`config.mk`:
```
export PLATFORM = sky130hd
export DESIGN_NAME = id_ex_stage
export DESIGN_NICKNAME = d
export VERILOG_FILES = /design/src/rtl/id_ex_stage_pkg.sv /design/src/rtl/id_ex_stage_fwd_mux.sv /design/src/rtl/id_ex_stage.sv
export SDC_FILE = /design/constraint.sdc
export NUM_CORES = 1
export LEC_CHECK = 0
export BUFFER_PORTS_ARGS = -buffer_cell sky130_fd_sc_hd__buf_2
export CAP_MARGIN = 20
export CELL_PAD_IN_SITES_DETAIL_PLACEMENT = 0
export CELL_PAD_IN_SITES_GLOBAL_PLACEMENT = 1
export CORE_AREA = 2 2 152 154
export DETAILED_ROUTE_END_ITERATION = 8
export DIE_AREA = 0 0 154 156
export MAX_ROUTING_LAYER = met4
export PLACE_DENSITY = 0.81
export SETUP_SLACK_MARGIN = 0.5
export SYNTH_ARGS = -nofsm -noshare
export SYNTH_HDL_FRONTEND = slang
export SYNTH_SLANG_ARGS = --single-unit
```
`constraint.sdc`:
```
create_clock -name clk -period 4.15 [get_ports clk]
set_clock_uncertainty 0.15 [all_clocks]
set_input_delay 0.83 -clock clk [delete_from_list [all_inputs] [get_ports clk]]
set_output_delay 0.83 -clock clk [all_outputs]
set_load 0.05 [all_outputs]
```
`src/rtl/id_ex_stage_pkg.sv`:
```
// Shared pipeline definitions: default widths, the NOP opcode and the forwarding-source encoding.
package id_ex_stage_pkg;

  localparam int unsigned PIPE_DATA_W = 32;
  localparam int unsigned PIPE_OPC_W  = 6;
  localparam int unsigned PIPE_REG_W  = 5;

  localparam logic [PIPE_OPC_W-1:0] OPC_NOP = '0;

  typedef enum logic [1:0] {
    FWD_REG   = 2'd0,
    FWD_EXMEM = 2'd1,
    FWD_MEMWB = 2'd2
  } fwd_sel_e;

endpackage

```
`src/rtl/id_ex_stage_fwd_mux.sv`:
```
// Two-source priority forwarding selector: EX/MEM beats MEM/WB, register x0 is never forwarded.
module fwd_mux
  import id_ex_stage_pkg::*;
#(
  parameter int unsigned DATA_W = PIPE_DATA_W,
  parameter int unsigned REG_W  = PIPE_REG_W
) (
  input  logic [REG_W-1:0]  rs_i,
  input  logic [DATA_W-1:0] reg_data_i,
  input  logic              exmem_we_i,
  input  logic [REG_W-1:0]  exmem_rd_i,
  input  logic [DATA_W-1:0] exmem_res_i,
  input  logic              memwb_we_i,
  input  logic [REG_W-1:0]  memwb_rd_i,
  input  logic [DATA_W-1:0] memwb_res_i,
  output logic [DATA_W-1:0] data_o
);

  fwd_sel_e sel;

  always_comb begin
    sel = FWD_REG;
    if (rs_i != '0) begin
      if (exmem_we_i && (exmem_rd_i == rs_i))      sel = FWD_EXMEM;
      else if (memwb_we_i && (memwb_rd_i == rs_i)) sel = FWD_MEMWB;
    end
  end

  always_comb begin
    case (sel)
      FWD_EXMEM: data_o = exmem_res_i;
      FWD_MEMWB: data_o = memwb_res_i;
      default:   data_o = reg_data_i;
    endcase
  end

endmodule

```
`src/rtl/id_ex_stage.sv`:
```
// ID/EX pipeline register with load-use stall detection, flush-to-bubble and operand forwarding.
module id_ex_stage
  import id_ex_stage_pkg::*;
#(
  parameter int unsigned DATA_W = PIPE_DATA_W,
  parameter int unsigned OPC_W  = PIPE_OPC_W,
  parameter int unsigned REG_W  = PIPE_REG_W
) (
  input  logic              clk,
  input  logic              rst,
  input  logic              id_valid,
  input  logic              id_use_imm,
  input  logic              id_is_load,
  input  logic              id_reg_write,
  input  logic [OPC_W-1:0]  id_opcode,
  input  logic [REG_W-1:0]  id_rs1,
  input  logic [REG_W-1:0]  id_rs2,
  input  logic [REG_W-1:0]  id_rd,
  input  logic [DATA_W-1:0] id_rs1_data,
  input  logic [DATA_W-1:0] id_rs2_data,
  input  logic [DATA_W-1:0] id_imm,
  input  logic              flush_in,
  input  logic              exmem_reg_write,
  input  logic [REG_W-1:0]  exmem_rd,
  input  logic [DATA_W-1:0] exmem_result,
  input  logic              memwb_reg_write,
  input  logic [REG_W-1:0]  memwb_rd,
  input  logic [DATA_W-1:0] memwb_result,
  output logic [DATA_W-1:0] alu_a,
  output logic [DATA_W-1:0] alu_b,
  output logic [OPC_W-1:0]  alu_opcode,
  output logic              ex_valid,
  output logic              ex_is_load,
  output logic              ex_reg_write,
  output logic [REG_W-1:0]  ex_rd,
  output logic [DATA_W-1:0] ex_store_data,
  output logic              stall_out
);

  localparam logic [OPC_W-1:0] NOP = OPC_W'(OPC_NOP);

  logic              valid_q, valid_d, use_imm_q, use_imm_d;
  logic              is_load_q, is_load_d, reg_write_q, reg_write_d;
  logic [OPC_W-1:0]  opcode_q, opcode_d;
  logic [REG_W-1:0]  rs1_q, rs1_d, rs2_q, rs2_d, rd_q, rd_d;
  logic [DATA_W-1:0] rs1_data_q, rs1_data_d, rs2_data_q, rs2_data_d, imm_q, imm_d;
  logic              load_use, bubble;
  logic [DATA_W-1:0] fwd_rs1, fwd_rs2;

  // Hazard is judged against the instruction currently in EX (the register state).
  always_comb begin
    load_use = valid_q && is_load_q && (rd_q != '0) && id_valid &&
               ((rd_q == id_rs1) || ((rd_q == id_rs2) && !id_use_imm));
    stall_out = load_use && !flush_in;
    bubble    = load_use || flush_in;
  end

  always_comb begin
    valid_d     = id_valid;
    use_imm_d   = id_use_imm;
    is_load_d   = id_is_load;
    reg_write_d = id_reg_write;
    opcode_d    = id_opcode;
    rs1_d       = id_rs1;
    rs2_d       = id_rs2;
    rd_d        = id_rd;
    rs1_data_d  = id_rs1_data;
    rs2_data_d  = id_rs2_data;
    imm_d       = id_imm;
    if (bubble) begin
      valid_d     = 1'b0;
      use_imm_d   = 1'b0;
      is_load_d   = 1'b0;
      reg_write_d = 1'b0;
      opcode_d    = NOP;
      rs1_d       = '0;
      rs2_d       = '0;
      rd_d        = '0;
      rs1_data_d  = '0;
      rs2_data_d  = '0;
      imm_d       = '0;
    end
  end

  always_ff @(posedge clk or posedge rst) begin
    if (rst) begin
      valid_q     <= 1'b0;
      use_imm_q   <= 1'b0;
      is_load_q   <= 1'b0;
      reg_write_q <= 1'b0;
      opcode_q    <= NOP;
      rs1_q       <= '0;
      rs2_q       <= '0;
      rd_q        <= '0;
      rs1_data_q  <= '0;
      rs2_data_q  <= '0;
      imm_q       <= '0;
    end else begin
      valid_q     <= valid_d;
      use_imm_q   <= use_imm_d;
      is_load_q   <= is_load_d;
      reg_write_q <= reg_write_d;
      opcode_q    <= opcode_d;
      rs1_q       <= rs1_d;
      rs2_q       <= rs2_d;
      rd_q        <= rd_d;
      rs1_data_q  <= rs1_data_d;
      rs2_data_q  <= rs2_data_d;
      imm_q       <= imm_d;
    end
  end

  fwd_mux #(.DATA_W(DATA_W), .REG_W(REG_W)) u_fwd_rs1 (
    .rs_i(rs1_q), .reg_data_i(rs1_data_q),
    .exmem_we_i(exmem_reg_write), .exmem_rd_i(exmem_rd), .exmem_res_i(exmem_result),
    .memwb_we_i(memwb_reg_write), .memwb_rd_i(memwb_rd), .memwb_res_i(memwb_result),
    .data_o(fwd_rs1)
  );

  fwd_mux #(.DATA_W(DATA_W), .REG_W(REG_W)) u_fwd_rs2 (
    .rs_i(rs2_q), .reg_data_i(rs2_data_q),
    .exmem_we_i(exmem_reg_write), .exmem_rd_i(exmem_rd), .exmem_res_i(exmem_result),
    .memwb_we_i(memwb_reg_write), .memwb_rd_i(memwb_rd), .memwb_res_i(memwb_result),
    .data_o(fwd_rs2)
  );

  assign alu_a         = fwd_rs1;
  assign alu_b         = use_imm_q ? imm_q : fwd_rs2;
  assign ex_store_data = fwd_rs2;
  assign alu_opcode    = opcode_q;
  assign ex_valid      = valid_q;
  assign ex_is_load    = is_load_q;
  assign ex_reg_write  = reg_write_q;
  assign ex_rd         = rd_q;

endmodule

```
==> results.toml <==
[outcome]
status = "finished, final reports clean"

[cells_and_area]
fin_cells = 1367
drive_gt1_share_pct = 60.0
seqCellArea_mm2 = 0.00303
fin_nets = 1271
multi_input_area_mm2 = 0.00466
fillers = 1908
final_util_pct = 54.8
areaGrowthSynthToFinish_pct = 86.5

[setup_path]
r2r_slack_ns = 1.58
end_kind = "primary output"
cpMaxStageDelayCell = "nor4_1"
cp_num_buf_inv = 4
critPathKind = "in2out"
reg2reg_depth = 5
cp_cell_sequence = "buf_8 -> xor2_1 -> nor4_1 -> and3_4 -> nor4_2 -> ha_4 -> buf_12 -> buf_4 -> a22oi_2 -> o21ai_4 -> mux2_4 -> buf_6"
cp_max_fo = 7
crit_path_start_kind = "input pin"
required_ns = 3.17
r2r_start = "ex_rd[0]"
cp_data_arrival_time_ns = 3.09
crit_family = "simple AND/OR/NAND/NOR gates"
r2r_end = "imm_q[25]"
crit_path_max_incr_delay_ns = 0.33

[timing]
setup_viol = 0
holdWs_ns = 0.264
hold_violations = 0
period_share_pct = 98.2
finalCriticalPeriod_ns = 4.07
grt_setup_unrepaired = "yes"
final_max_slew_viol_count = 0
slew_headroom_pct = 25.1
fmax_mhz = 245
tightestPinTransition_ns = 1.12
setup_ws_ns = 0.0766

[yosys]
synth_area_per_cell_um2 = 9.12
synth_edf_count = 0
ys_types = 27
synthCells = 721
ys.flop_type = "dfrtp_1"
yosysMostFrequentCell = "a21oi_1"
synth-seq-area-share_pct = 46.1
synthTopCellsByCount = "123 x a21oi_1, 121 x dfrtp_1, 121 x nand2b_1"
yosysTopAreaCell = "dfrtp_1"
yosysWarnings = 0
async_flop_share_pct = 100
syn-cell-area_mm2 = 0.00657
synth.top_cell.area_share_pct = 46.1
syn-num-nets = 925
yosys-top-cells-area = "dfrtp_1 46%, nand2b_1 12%, a21oi_1 9.4%"
yosys_register_bits = 121

[floorplanning]
num_io_pins = 311
fp.dieH_um = 156
initial_utilization_pct = 29.4
rows = 55
die_area_mm2 = 0.0240
coreArea_mm2 = 0.0224
die_width_um = 154

[clocking]
htreeDepth = 4
clock-sinks = 121
cts_inserted_buffers = 17
clock-root-buffer = "clkbuf_16"
cts.path.max_buffers = 2
cts_hold_buf = 0
cts_tree = "done"
clock_latency_ns = 0.41
clkSlewWorstSetupHoldPaths_ns = 0.06

[pwr]
vdd_drop_max_v = 0.000250
power_density_mw_per_mm2 = 309
power_leakage_nw = 5.41

[detailed_routing]
wl_mm = 31.5
routed_via_density = 5.20
via_count = 7106
drc = 0
dr.pass1.iters = 5
postRouteAntennaNets = 0
wl_per_cell_um = 23.0
drtIter0Drc = 342

[global_routing]
overflow = 0
grt_start_max_net_pins = 122
grtUsageTotal_pct = 26.1
grt_pass1_wl_mm = 45.0
antenna_found_initial = 2
grt_pass1_vias = 7346

[min_path]
hold_class = "in2async"

[job]
drv_cap = 0

[placement]
dp.final_hpwl_mm = 20.4
portBuffers = 310
dp_cells = 1280
dpl_worst_slack_ns = -0.104
gp_congestion = 0.961
[layout make-up]
cell class | instances | area share (%)
multi-input cells | 530 | 38.0
repair buffers | 396 | 29.5
flip-flops and latches | 121 | 24.7
clock buffers | 17 | 3.47
well taps | 285 | 2.91
clock inverters | 15 | 1.24
inverters | 1 | 0.0612
diodes | 2 | 0.0408
[state kept, by name, indices dropped and copies added (netlist names)]
| register | cells |
|---|---|
| alu_opcode | 6 |
| ex_is_load | 1 |
| ex_rd | 5 |
| ex_reg_write | 1 |
| ex_valid | 1 |
| imm_q | 32 |
| rs1_data_q | 32 |
| rs1_q | 5 |
| rs2_data_q | 32 |
| rs2_q | 5 |
| use_imm_q | 1 |
[power breakdown]
group	total (mW)	switching, mW	internal (mW)
clock	1.47	0.588	0.884
sequential	1.29	0.0467	1.24
combinational	1.03	0.600	0.434
[worst max path at each step]
stage / cells past startpoint / slack, ns / startpoint / to
final: 12 / 0.08 / exmem_rd[2] / alu_b[24]
after detailed placement: 11 / -0.10 / exmem_rd[1] / alu_b[21]
after global routing: 12 / -0.01 / exmem_rd[2] / alu_b[24]
after global placement: 11 / -0.08 / exmem_rd[3] / alu_b[21]
after floorplan: 7 / 0.04 / memwb_rd[3] / alu_a[0]
after CTS: 12 / 0.10 / exmem_rd[2] / alu_b[29]
[metrics by stage]
stage	total power [mW]	cell area, um2	TNS (ns)
global route	3.94	12300	-0.0101
detailed placement	2.12	9310	-0.933
finish	3.79	12300	0
global placement	2.11	9310	-0.427
floorplan	1.83	7340	0
CTS	3.76	11700	0
[placed cells by master, fill, tap and decap left out, types with 2 or more instances in the layout]
cell	count
buf_2	211
nand2_1	19
dfrtp_1	119
nand2_2	18
nand2b_1	121
a21oi_1	122
nor4_1	2
o21ai_2	10
buf_16	14
buf_8	28
nor2_1	2
xor2_1	11
clkbuf_4	3
buf_4	31
nand4_1	2
a22oi_2	62
ha_4	3
clkinv_4	2
clkinv_2	4
mux2_4	32
nand2_4	29
diode_2	2
o21ai_1	5
a22oi_1	2
bufbuf_16	2
or4_4	2
clkbuf_16	20
o21ai_4	51
nand3_1	3
buf_12	22
inv_6	2
buf_6	82
xnor2_1	17
clkinvlp_4	6
dfrtp_2	2
bufinv_16	2
nor3_1	3
[logic make-up after synthesis]
group | synth area share, %
fa+ha+maj | 0.761
flops | 46.1
buf+inv | 4.43
simple gates | 17.3
mux | 5.48
compound gates | 22.1
xor+xnor | 3.86
[metal layers]
metal  global-route usage, %  vias to the layer above  routed length (um)
li1                        -                     3214                   -
met1                    27.6                     3506               11700
met2                    45.6                      324               16400
met3                    6.42                       62                1930
met4                    13.2                        0                1520
met5                       -                        -                   0
[timing repair]
item	CTS	global route
endpoints found under the setup margin	96	96
pin swaps	50	41
setup buffers	22	12
gates resized for setup	308	124
gates cloned	16	3
Note: power is estimated with default switching activity, not from simulation.
